File: src/rtl/prog_bound_counter.sv
// ---------------------------------------------------------------------------
// prog_bound_counter
//   Programmable up/down bound counter with a prescaler, three terminal
//   modes (wrap, saturate, one-shot) and an IDLE/RUN/DONE run-control FSM.
//   Parallel load, count enable and bound compare behave as in the earlier
//   fixed up-counter; W, co, tick and busy are all registered, at_bound is
//   a combinational compare against the bound in the current direction.
// ---------------------------------------------------------------------------
module prog_bound_counter #(
   parameter int N     = 6,
   parameter int PRE_W = 4
) (
   input  logic             clk,
   input  logic             reset,
   input  logic             load,
   input  logic [N-1:0]     par_load,
   input  logic             en,
   input  logic             dir,
   input  logic [1:0]       mode,
   input  logic [N-1:0]     lower_bound,
   input  logic [N-1:0]     upper_bound,
   input  logic [PRE_W-1:0] prescale,
   input  logic             start,
   input  logic             stop,
   output logic [N-1:0]     W,
   output logic             co,
   output logic             at_bound,
   output logic             busy,
   output logic             tick
);

   // Run-control states.
   typedef enum logic [1:0] {
      IDLE = 2'b00,
      RUN  = 2'b01,
      DONE = 2'b10
   } state_t;

   // Terminal-mode encodings; 2'b11 falls through to wrap.
   localparam logic [1:0] MODE_WRAP = 2'b00;
   localparam logic [1:0] MODE_SAT  = 2'b01;
   localparam logic [1:0] MODE_ONE  = 2'b10;

   state_t           state;
   logic [PRE_W-1:0] pre_cnt;

   // Prescaler has reached its programmed period on this cycle.
   logic pre_hit;
   // Counter is at or beyond the bound it is heading towards.
   logic terminal;
   // Value W takes on a step, and whether that step ends a one-shot run.
   logic [N-1:0] step_w;
   logic         step_done;

   assign pre_hit = (pre_cnt == prescale);

   // Direction-dependent bound compare, exposed directly as at_bound.
   assign at_bound = dir ? (W == lower_bound) : (W == upper_bound);

   // Terminal compare uses >= / <= so a value loaded outside the bounds,
   // or left there by a bound change, terminates on its next step.
   assign terminal = dir ? (W <= lower_bound) : (W >= upper_bound);

   // Next count value for a step: increment/decrement, or the mode's
   // terminal value once the bound has been reached.
   always_comb begin
      // NOTE: every always_comb output gets a default first so no path can
      // leave it unassigned and infer a latch.
      step_w    = dir ? (W - 1'b1) : (W + 1'b1);
      step_done = 1'b0;
      if (terminal) begin
         unique case (mode)
            MODE_SAT: begin
               step_w = dir ? lower_bound : upper_bound;
            end
            MODE_ONE: begin
               step_w    = dir ? lower_bound : upper_bound;
               step_done = 1'b1;
            end
            default: begin
               // Wrap (and the unused encoding): restart from the far bound.
               step_w = dir ? upper_bound : lower_bound;
            end
         endcase
      end
   end

   // Run-control FSM, prescaler and count register with registered flags.
   // Priority on each edge: load, then stop, then start, then step.
   always_ff @(posedge clk or posedge reset) begin
      // NOTE: state uses non-blocking assignments so every register samples
      // the values from before this edge, regardless of statement order.
      if (reset) begin
         state   <= IDLE;
         W       <= '0;
         pre_cnt <= '0;
         co      <= 1'b0;
         tick    <= 1'b0;
         busy    <= 1'b0;
      end else begin
         // Pulses last one cycle unless re-asserted below.
         co   <= 1'b0;
         tick <= 1'b0;

         if (load) begin
            // Load overrides everything else on this edge; a coincident
            // step is dropped and the run state is left alone.
            W       <= par_load;
            pre_cnt <= '0;
         end else if (stop) begin
            state <= IDLE;
            busy  <= 1'b0;
         end else if (start && (state != RUN)) begin
            state   <= RUN;
            busy    <= 1'b1;
            W       <= dir ? upper_bound : lower_bound;
            pre_cnt <= '0;
         end else if ((state == RUN) && en) begin
            if (pre_hit) begin
               pre_cnt <= '0;
               tick    <= 1'b1;
               W       <= step_w;
               co      <= terminal;
               if (step_done) begin
                  state <= DONE;
                  busy  <= 1'b0;
               end
            end else begin
               pre_cnt <= pre_cnt + 1'b1;
            end
         end
      end
   end

endmodule
File: config.mk
export PLATFORM = sky130hd
export DESIGN_NAME = prog_bound_counter
export DESIGN_NICKNAME = d
export VERILOG_FILES = /design/src/rtl/prog_bound_counter.sv
export SDC_FILE = /design/constraint.sdc
export NUM_CORES = 1
export LEC_CHECK = 0
export CAP_MARGIN = 20
export CORE_MARGIN = 8
export CORE_UTILIZATION = 60
export CTS_CLUSTER_SIZE = 30
export DETAILED_ROUTE_END_ITERATION = 7
export DONT_BUFFER_PORTS = 1
export PLACE_DENSITY = 0.75
export RECOVER_POWER = 50
export SYNTH_ARGS = -nofsm -noshare
export SYNTH_HDL_FRONTEND = slang
export SYNTH_SLANG_ARGS = --single-unit
File: constraint.sdc
create_clock -name clk -period 3.3 [get_ports clk]
set_input_delay 0.495 -clock clk [delete_from_list [all_inputs] [get_ports clk]]
set_output_delay 0.495 -clock clk [all_outputs]
set_load 0.03 [all_outputs]
=== Word level (Yosys, flattened, before mapping) ===
Index checks and enable logic that the tools add are counted.

* Flip-flop bits (word level): 15

* Muxes and demuxes: 39
* Reductions and logical operators: 11
* $add $sub $neg: 3
* Order comparisons: 2
* Bitwise operators: 1
* Equality and inequality tests: 8

{| class="wikitable"
|+ Operators with widths
! kind !! number
|-
| $mux W6 || 10
|-
| $mux W4 || 5
|-
| $mux W1 || 19
|-
| $reduce_bool A3 Y1 || 5
|-
| $eq A6 B6 Y1 || 2
|-
| $mux W2 || 5
|-
| $add A6 B1 Y6 const B || 1
|-
| $ge A6 B6 Y1 || 1
|-
| $le A6 B6 Y1 || 1
|-
| $sub A6 B1 Y6 const B || 1
|-
| $add A4 B1 Y4 const B || 1
|-
| $eq A2 B1 Y1 const B || 2
|-
| $eq A4 B4 Y1 || 1
|-
| $reduce_and A4 Y1 || 1
|-
| $reduce_and A3 Y1 || 1
|-
| $eq A2 B2 Y1 const B || 1
|-
| $logic_and A1 B1 Y1 || 2
|-
| $ne A2 B1 Y1 const B || 1
|-
| $ne A2 B2 Y1 const B || 1
|-
| $reduce_and A2 Y1 || 1
|-
| $reduce_or A2 Y1 || 1
|-
| $not A1 Y1 || 1
|}

=== Logic depth before layout (Yosys ltp) ===
* Depth after elaboration: 9
* Mapped depth: 9

=== Worst setup path before layout ===
Ideal clock, no wire load.

* Path type: flip-flop to output port
* Start point: register W[5]
* End point: output port at_bound
* Setup slack: 0.987 ns
* Arrival time: 1.818 ns
* Cell stages (with the launch flop): 4
* Path through: dfrtp_1 ha_1 nand4_2 o31ai_1

* Cells in the longest elaborated chain, start to end: 2
* Elaborated cells between the ends (all ways): 3

{| class="wikitable"
|+ RTL lines
! element !! RTL line !! text
|-
| from (decl) || 25 || <nowiki>output logic [N-1:0] W,</nowiki>
|-
| from (signal assigned) || 108 || <nowiki>W <= par_load;</nowiki>
|-
| from (signal assigned) || 116 || <nowiki>W <= dir ? upper_bound : lower_bound;</nowiki>
|-
| from (signal assigned) || 122 || <nowiki>W <= step_w;</nowiki>
|-
| $eq A6 B6 Y1 || 58 || <nowiki>assign at_bound = dir ? (W == lower_bound) : (W == upper_bound);</nowiki>
|-
| $mux W1 * || 58 ||
|-
| to (decl) || 27 || <nowiki>output logic at_bound,</nowiki>
|}

Every way passes the cells marked *; elsewhere a longest branch is shown, timed or not.

=== Worst setup path in the final report ===
* Start point: register W[4]
* End point: output port at_bound

The elaborated chain is that of the path after synthesis.

==> impl_metrics.tcl <==
set metrics [dict create \
    status "complete, no violations" \
    die_w_um 68.1 \
    fin_setup_tns_ns 0 \
    power_density_nw_per_um2 471 \
    hold_viol_final 0 \
    clk_pin_slew_ns 0.09 \
    max-clock-path-buffers 2 \
    synthTopCellsByArea "dfrtp_1 (22%), ha_1 (14%), nand2_1 (5.1%)" \
    final_common_cell "nand2_1" \
    io-pin-count 41 \
    synthFlopType "dfrtp_1" \
    gp_congestion 0.860 \
    synth_edf_count 0 \
    drive_gt1_share_pct 10.4 \
    busiest_layer "met2" \
    areaGrowthSynthToFinish_pct 2.38 \
    p_int_uw 414 \
    routed_wl_um 4240 \
    htreeDepth 1 \
    fin_nets 244 \
    start_kind "register" \
    design.core.area_um2 2660 \
    vias 1485 \
    synth-seq-cells 14 \
    die_h_um 68.1 \
    end_kind "primary output" \
    vdd_ir_drop_max_mv 0.296 \
    fmax_mhz 382 \
    fillers 253 \
    cts_setup_buffers 0 \
    clock-sinks 14 \
    use_met3_pct 4.09 \
    combPwrFrac_pct 51.9 \
    grt.overflow.total 0 \
    met1_usage_pct 20.6 \
    routedWlPerCell_um 19.0 \
    yosys.area.top_type_share_pct 21.5 \
    switchingPower_uw 370 \
    dr.pass1.iters 4 \
    cp.required_ns 2.80 \
    ys_types 54 \
    grt_usage_pct 18.8 \
    path_cells "ha_1, nand4_1, or3_1, o31ai_1, buf_4" \
    fin_util_pct 62.6 \
    p_clk_share_pct 12.6 \
    synth_fp_nets 243 \
    io_buffer_count 0 \
    synthesis.instances 193 \
    crit_arrival_ns 2.12 \
    hold_ws_ns 0.143 \
    r2r_start "W[0]" \
    final.min_clock_period_ns 2.62 \
    dr.first_iter.drc_count 120 \
    power_frac_seq_pct 35.5 \
    ff2ff_path_depth 8 \
    p_sw_share_pct 47.2 \
    critPathMaxFanout 5 \
    setup_ws_ns 0.684 \
    synth_largest_area_cell "dfrtp_1" \
    grt_pass1_vias 1498 \
    clkLatencyLatePin_ns 0.28 \
    async_flop_share_pct 100 \
    setup_viol 0 \
    reg2reg_to "W[1]" \
    rsz0062_at_grt "false" \
    cts_resized 0 \
    max_stage_delay_ns 0.56 \
    start_util_pct 61.1 \
    routed_via_density 6.66 \
    cts_tree "built" \
    max_slew_margin_pct 61.4 \
    syn_area_per_cell_um2 8.43 \
    num_antenna_cells 0 \
    die_area_um2 4640 \
    criticalPathCategory "reg -> out" \
    cts_made_buffers 3 \
    syn_area_um2 1630 \
    ff_latch_area_um2 350 \
    met2_usage_pct 34.1 \
    post_dp_cell_area_um2 1640 \
    hp-class "in -> async" \
    hold_buffers 0 \
    max_cap_violations 0 \
    ant_nets 0 \
    antenna_found_initial 0 \
    crit_slowest_cell "dfrtp_1" \
    placementRows 19 \
    slew_viol_final 0 \
    ys_seq_area_share_pct 21.5 \
    p_leak_uw 0.000770 \
    tightest_slew_ns 0.565 \
    cts_root_buf "clkbuf_4" \
    grt_pass1_wl_um 6840 \
    most-common-layout-cells "nand2_1 (22), ha_1 (18), inv_1 (17)" \
    hpwlAfterDp_um 3420 \
    multi_input_area_um2 1170 \
    preCtsSetupSlack_ns 0.934 \
    rrSetupSlack_ns 0.91 \
    skew_ns 0.000897 \
    design_area_um2 1670 \
    grt_max_degree 19 \
    route.detailed.drc 0 \
    post-route-period-util_pct 79.3 \
    ys.warnings.count 0 \
]
synthesized netlist by cell type (3+ instances only):
master    instances
inv_1            17
ha_1             18
dfrtp_1          14
nor2_1           14
o21ai_0          10
nand2b_1          4
mux2i_1           8
nand3_1           7
clkbuf_1          3
nand2_1          22
nand4_1           3
a21o_1            3
a21oi_1           9
o31ai_1           6
xnor2_1           6
routing by layer:
layer | part of all wire, % | vias to the layer above
met5 | 0 | -
met4 | 2.5 | 0
met3 | 7.9 | 12
met2 | 51 | 58
met1 | 39 | 711
li1 | - | 704
power by group through the flow:
stage               combinational, uW  sequential [uW]  clock, uW
CTS                               405              279        100
global route                      454              282        111
detailed placement                402              282          0
finish                            407              278       99.2
global placement                  388              281          0
floorplan                         339              267          0
kinds of logic after synthesis:
logic type,Yosys count,synth area share (%)
AO/OA/AOI/OAI,55,27.3
XOR/XNOR,8,4.30
adder cells (fa/ha/maj),19,15.1
buffers and inverters,24,6.46
flip-flops,14,21.5
multiplexers,9,5.84
AND/OR/NAND/NOR,64,19.5
worst max-delay path by stage:
stage,from,end,slack (ns),cells after the start
floorplan,W[5],at_bound,0.99,3
global placement,W[0],W[1],1.0,8
detailed placement,W[0],W[1],0.93,8
CTS,W[4],at_bound,0.68,5
global route,W[4],at_bound,0.61,5
finish,W[4],at_bound,0.68,5
per-stage QoR:
step / total power [uW] / cells
2_1_floorplan: 606 / 193
3_3_place_gp: 669 / 220
3_5_place_dp: 684 / 220
4_1_cts: 784 / 223
5_1_grt: 846 / 223
6_report: 785 / 223
critical path: cells and delay by family (launching register included):
kind / cells / cell delay [ns]
AND/OR/NAND/NOR: 2 / 0.59
AO/OA/AOI/OAI: 1 / 0.08
adder cells (fa/ha/maj): 1 / 0.41
buffers and inverters: 1 / 0.20
flip-flops: 1 / 0.56
sequential cells by signal, indices dropped and copies added, names as in the netlist:
register,flops
W,6
co,1
pre_cnt,4
state,2
tick,1
area by class of cell:
| cell class | instances | area share [%] |
|---|---|---|
| clock buffers | 3 | 1.35 |
| inverters | 18 | 4.05 |
| multi-input cells | 155 | 70.3 |
| flip-flops and latches | 14 | 21.0 |
| well taps | 31 | 2.33 |
| repair buffers | 2 | 0.901 |
No activity file was read; power rests on OpenSTA's default activity.
